===== src/rtl/gray_code_pkg.sv =====
// ---------------------------------------------------------------------------
// gray_code_pkg
//
// Shared definitions for binary/Gray pointer logic used by clock-crossing
// FIFO blocks.
//
// Contents:
//   GRAY_DEFAULT_WIDTH : default counter/pointer width
//   GRAY_MAX_WIDTH     : widest value the helper functions accept
//   next_sel_e         : which source feeds the next counter value
//   bin2gray()         : binary -> Gray for values up to GRAY_MAX_WIDTH bits
//   gray2bin()         : Gray -> binary for values up to GRAY_MAX_WIDTH bits
//
// Both helper functions work on zero-extended values. The bits above a
// narrower operand's width stay zero, so a caller can cast its result back
// down to its own width without any loss.
// ---------------------------------------------------------------------------
package gray_code_pkg;

    localparam int GRAY_DEFAULT_WIDTH = 5;
    localparam int GRAY_MAX_WIDTH     = 32;

    // Source of the next counter value, listed from lowest to highest priority.
    typedef enum logic [1:0] {
        SEL_HOLD  = 2'd0,
        SEL_INC   = 2'd1,
        SEL_LOAD  = 2'd2,
        SEL_CLEAR = 2'd3
    } next_sel_e;

    // Each Gray bit is the XOR of a binary bit and the binary bit above it.
    // The top bit is XORed with a zero-extended bit, so it passes through
    // unchanged.
    function automatic logic [GRAY_MAX_WIDTH-1:0] bin2gray(
        input logic [GRAY_MAX_WIDTH-1:0] bin
    );
        return bin ^ (bin >> 1);
    endfunction

    // Decoding runs from the MSB downward. Each binary bit is the XOR of the
    // Gray bit at the same position and the binary bit already decoded above it.
    function automatic logic [GRAY_MAX_WIDTH-1:0] gray2bin(
        input logic [GRAY_MAX_WIDTH-1:0] gray
    );
        logic [GRAY_MAX_WIDTH-1:0] bin;
        bin = '0;
        bin[GRAY_MAX_WIDTH-1] = gray[GRAY_MAX_WIDTH-1];
        for (int i = GRAY_MAX_WIDTH - 2; i >= 0; i--) begin
            bin[i] = bin[i+1] ^ gray[i];
        end
        return bin;
    endfunction

endpackage


===== src/rtl/bin2gray_comb.sv =====
// ---------------------------------------------------------------------------
// bin2gray_comb
//
// Purely combinational binary-to-Gray encoder. It is meant to sit in front of
// a Gray register, so the register captures an already-encoded value.
//
// Parameters:
//   WIDTH   : operand width in bits (1 or more)
//
// Ports:
//   i_bin   : input  [WIDTH-1:0]  binary value
//   o_gray  : output [WIDTH-1:0]  Gray encoding of i_bin
// ---------------------------------------------------------------------------
module bin2gray_comb #(
    parameter int WIDTH = 5
) (
    input  logic [WIDTH-1:0] i_bin,
    output logic [WIDTH-1:0] o_gray
);

    // The logical shift feeds a zero into the MSB position, so the MSB passes
    // through unchanged. With WIDTH = 1 the output equals the input.
    assign o_gray = i_bin ^ (i_bin >> 1);

endmodule


===== src/rtl/binary_to_gray_counter.sv =====
// ---------------------------------------------------------------------------
// binary_to_gray_counter
//
// Registered binary counter that publishes its value in both binary and Gray
// code. It is intended to drive a clock-crossing FIFO pointer that another
// domain resynchronizes. The Gray output comes straight from a flop, so it
// cannot glitch.
//
// Parameters:
//   WIDTH       : counter width; the count wraps modulo 2^WIDTH
//
// Ports:
//   clock       : input         rising-edge clock
//   aclr_n      : input         asynchronous active-low reset
//   sclr        : input         synchronous clear (highest priority)
//   load        : input         synchronous load of load_value
//   load_value  : input  [W-1]  binary value to load
//   inc         : input         increment by one
//   bin_out     : output [W-1]  registered binary count
//   gray_out    : output [W-1]  registered Gray encoding of bin_out
//   wrap        : output        one-cycle pulse after an all-ones -> 0 increment
// ---------------------------------------------------------------------------
module binary_to_gray_counter
    import gray_code_pkg::*;
#(
    parameter int WIDTH = GRAY_DEFAULT_WIDTH
) (
    input  logic             clock,
    input  logic             aclr_n,
    input  logic             sclr,
    input  logic             load,
    input  logic [WIDTH-1:0] load_value,
    input  logic             inc,
    output logic [WIDTH-1:0] bin_out,
    output logic [WIDTH-1:0] gray_out,
    output logic             wrap
);

    logic [WIDTH-1:0] r_bin;
    logic [WIDTH-1:0] r_gray;
    logic             r_wrap;

    next_sel_e        w_sel;
    logic [WIDTH-1:0] w_nextBin;
    logic [WIDTH-1:0] w_nextGray;
    logic             w_nextWrap;
    logic             w_allOnes;

    assign w_allOnes = &r_bin;

    // Resolve the control inputs into one source, in the order
    // clear > load > increment > hold.
    always_comb begin
        w_sel = SEL_HOLD;
        if (sclr) begin
            w_sel = SEL_CLEAR;
        end else if (load) begin
            w_sel = SEL_LOAD;
        end else if (inc) begin
            w_sel = SEL_INC;
        end
    end

    // Compute the next binary value. A wrap is flagged only when an increment
    // rolls over from all-ones. A clear or load that lands on zero does not
    // count as a wrap.
    always_comb begin
        w_nextBin  = r_bin;
        w_nextWrap = 1'b0;
        case (w_sel)
            SEL_CLEAR: w_nextBin = '0;
            SEL_LOAD:  w_nextBin = load_value;
            SEL_INC: begin
                w_nextBin  = r_bin + WIDTH'(1);
                w_nextWrap = w_allOnes;
            end
            default:   w_nextBin = r_bin;
        endcase
    end

    // Encode the next binary value before the register rather than after it.
    // This keeps gray_out flop-driven and aligned with bin_out in the same
    // cycle.
    bin2gray_comb #(
        .WIDTH (WIDTH)
    ) u_bin2gray (
        .i_bin  (w_nextBin),
        .o_gray (w_nextGray)
    );

    // Binary, Gray and wrap state all update together. Asserting reset forces
    // them to zero immediately, without waiting for a clock edge.
    always_ff @(posedge clock or negedge aclr_n) begin
        if (!aclr_n) begin
            r_bin  <= '0;
            r_gray <= '0;
            r_wrap <= 1'b0;
        end else begin
            r_bin  <= w_nextBin;
            r_gray <= w_nextGray;
            r_wrap <= w_nextWrap;
        end
    end

    assign bin_out  = r_bin;
    assign gray_out = r_gray;
    assign wrap     = r_wrap;

endmodule


===== config.mk =====
export PLATFORM = sky130hd
export DESIGN_NAME = binary_to_gray_counter
export DESIGN_NICKNAME = d
export VERILOG_FILES = /design/src/rtl/gray_code_pkg.sv /design/src/rtl/bin2gray_comb.sv /design/src/rtl/binary_to_gray_counter.sv
export SDC_FILE = /design/constraint.sdc
export NUM_CORES = 1
export LEC_CHECK = 0
export BUFFER_PORTS_ARGS = -buffer_cell sky130_fd_sc_hd__buf_2
export CORE_AREA = 3 3 40 42
export DETAILED_ROUTE_END_ITERATION = 7
export DIE_AREA = 0 0 43 45
export HOLD_SLACK_MARGIN = 0.08
export PLACE_DENSITY = 0.71
export SYNTH_ARGS = -nofsm -noshare
export SYNTH_HDL_FRONTEND = slang
export SYNTH_HIERARCHICAL = 1
export SYNTH_SLANG_ARGS = --single-unit

===== constraint.sdc =====
create_clock -name clock -period 2.3 [get_ports clock]
set_clock_uncertainty 0.05 [all_clocks]
set_input_delay 0 -clock clock [delete_from_list [all_inputs] [get_ports clock]]
set_output_delay 0 -clock clock [all_outputs]
set_load 0.01 [all_outputs]

==> results.yml <==
place:
  gp_congestion: 0.647
  place.port_buffers: 20
  detailedPlacementHpwl_um: 742
  numPlacedInstances: 73
yosys:
  synth_edf_count: 0
  ys_ff_latch: 11
  syn-num-nets: 52
  synthArstFlopShare_pct: 100
  yosysSeqAreaShare_pct: 55.1
  synth_area_um2: 499
  yosysMostFrequentCell: "dfrtp_1"
  yosysTopAreaCellShare_pct: 55.1
  netlist_instances: 40
  yosysTopAreaCell: "dfrtp_1"
  yosys_warnings: 6
  synth_commonest_cells: "11 x dfrtp_1, 5 x xor2_1, 3 x mux2i_1, 3 x nor2_1"
  ys.flop_type: "dfrtp_1"
  synth.top_cells.by_area: "dfrtp_1 55%, xor2_1 8.8%, mux2i_1 6.0%"
  syn_avg_cell_area_um2: 12.5
  synthDistinctLibCells: 15
global_routing:
  grt_max_degree: 12
  grt_overflow: 0
  grt_pass1_wl_mm: 1.60
  grt_pass1_vias: 375
  antenna_found_initial: 0
  grt_use_total_pct: 11.9
timing:
  tightest_slew_ns: 0.478
  final-setup-viol-count: 0
  rsz0062_at_grt: "no"
  min_period_ns: 1.84
  final_max_slew_viol_count: 0
  post-route-period-util_pct: 79.9
  max_freq_mhz: 544
  fin_tns_setup_ns: 0
  relSlewSlack_pct: 68.1
  finalHoldViolations: 0
clocking:
  cts_sinks: 11
  cts_buffers: 3
  clk_path_buf_depth: 2
  h-tree-depth: 1
  clockRootBuffer: "clkbuf_4"
  clk_pin_slew_worst_paths_ns: 0.07
  insertion_delay_ns: 0.26
  tritoncts: "built"
worst_setup_path:
  cp-start-kind: "flip-flop"
  crit_type: "reg -> reg"
  cp-end-kind: "flip-flop"
  arrival_ns: 1.92
  path_max_fanout: 4
  worst_ep_required_time_ns: 2.38
  reg2reg_slack_ns: 0.46
flow_run:
  cap_violations: 0
floorplanning:
  start_util_pct: 38.9
  die_w_um: 43
  io_pins: 21
  coreArea_mm2: 0.00128
  fp-row-count: 13
  fp.dieArea_mm2: 0.00194
  fp.dieH_um: 45
routing:
  drt_iter0_drc: 0
  totalWireLength_um: 973
  dr_total_vias: 386
  drt_first_pass_iters: 1
  drc: 0
  vias_per_cell: 4.60
  drt.antenna.violating_nets: 0
  post_drt_wl_per_cell_um: 11.6
pwr:
  peakVddDrop_v: 0.000458
  p_leak_uw: 0.000395
  p_per_area_mw_per_mm2: 610
layout:
  diodes: 0
  multi_input_area_um2: 201
  syn_to_final_growth_pct: 40.1
  fin_cells: 84
  layout.nets: 82
  nFillCells: 119
  seqCellArea_um2: 275
  drive_gt1_share_pct: 36.2
worst_hold_path:
  min_path_type: "in -> reg"
outcome:
  status: "complete, no violations"
## placed cells by master (no fill, tap or decap), drive strengths merged
cell type / count
ha: 2
and3: 1
o21a: 2
xnor2: 2
a21oi: 2
buf: 20
inv: 2
nand2: 1
dlygate4sd3: 7
nor2: 3
nor4bb: 1
xor2: 5
mux2i: 3
mux2: 2
nand4: 1
clkbuf: 4
dfrtp: 11
## cell families after synthesis
| family | Yosys count | share of synthesized area (%) |
|---|---|---|
| AO/OA/AOI/OAI | 4 | 5.01 |
| XOR/XNOR | 7 | 12.3 |
| adder cells (fa/ha/maj) | 2 | 5.01 |
| buffers and inverters | 4 | 4.51 |
| flip-flops | 11 | 55.1 |
| multiplexers | 5 | 10.5 |
| AND/OR/NAND/NOR | 7 | 7.52 |
## power breakdown
group	total, uW	switching, uW	internal (uW)
clock network	123	56.4	66.9
registers	220	9.21	211
logic	83.1	41.7	41.4
## timing repair
item / 4_1_cts / 5_1_grt
hold endpoints to repair: 16 / 0
hold buffers: 7 / 0
resized for setup: 0 / 0
buffers inserted: 0 / 0
endpoints found under the setup margin: 0 / 0
## registers in the layout, summed over array words and instances (netlist names)
| register | count |
|---|---|
| bin_out | 5 |
| gray_out | 5 |
| wrap | 1 |
## worst max-delay path, cell delays in order, from the launching register on
cell,delay [ns]
dfrtp_1,0.42
ha_1,0.22
and3_1,0.15
ha_1,0.26
mux2_2,0.26
mux2i_1,0.12
nor2_1,0.09
xor2_1,0.15
## final cells by class
cell class	instances	area share, %
well taps	15	2.68
flip-flops and latches	11	39.4
clock buffers	4	3.76
repair buffers	27	24.3
inverters	2	1.07
multi-input cells	25	28.8
## routing by layer
layer / up-vias / share of wire, % / GRT usage [%]
met3: 0 / 8.2 / 5.18
met5: - / 0 / 0
met4: 0 / 0 / 5.42
met2: 12 / 53 / 21.3
met1: 183 / 39 / 11.9
li1: 191 / - / -
## stage by stage
| step | area (um2) | hold WS [ns] | power [uW] | setup WS (ns) | utilization, % |
|---|---|---|---|---|---|
| 5_1_grt | 699 | 0.0976 | 454 | 0.323 | 54.4 |
| 4_1_cts | 699 | 0.0849 | 435 | 0.456 | 54.4 |
| 2_1_floorplan | 499 | -0.346 | 266 | 0.512 | - |
| 3_5_place_dp | 603 | -0.175 | 300 | 0.477 | 46.9 |
| 6_report | 699 | 0.0901 | 427 | 0.463 | 54.4 |
| 3_3_place_gp | 603 | -0.174 | 299 | 0.497 | 46.9 |
## path summary, 6_finish.rpt
path | from | endpoint | depth (start not counted)
min reg2reg | bin_out[0] | bin_out[0] | 3
min in group asynchronous | aclr_n | gray_out[2] | 3
max reg2reg | bin_out[0] | gray_out[3] | 7
max in group asynchronous | aclr_n | bin_out[1] | 3
min | load_value[2] | bin_out[2] | 4
max | bin_out[0] | gray_out[3] | 7
No activity file was read; power rests on OpenSTA's default activity.
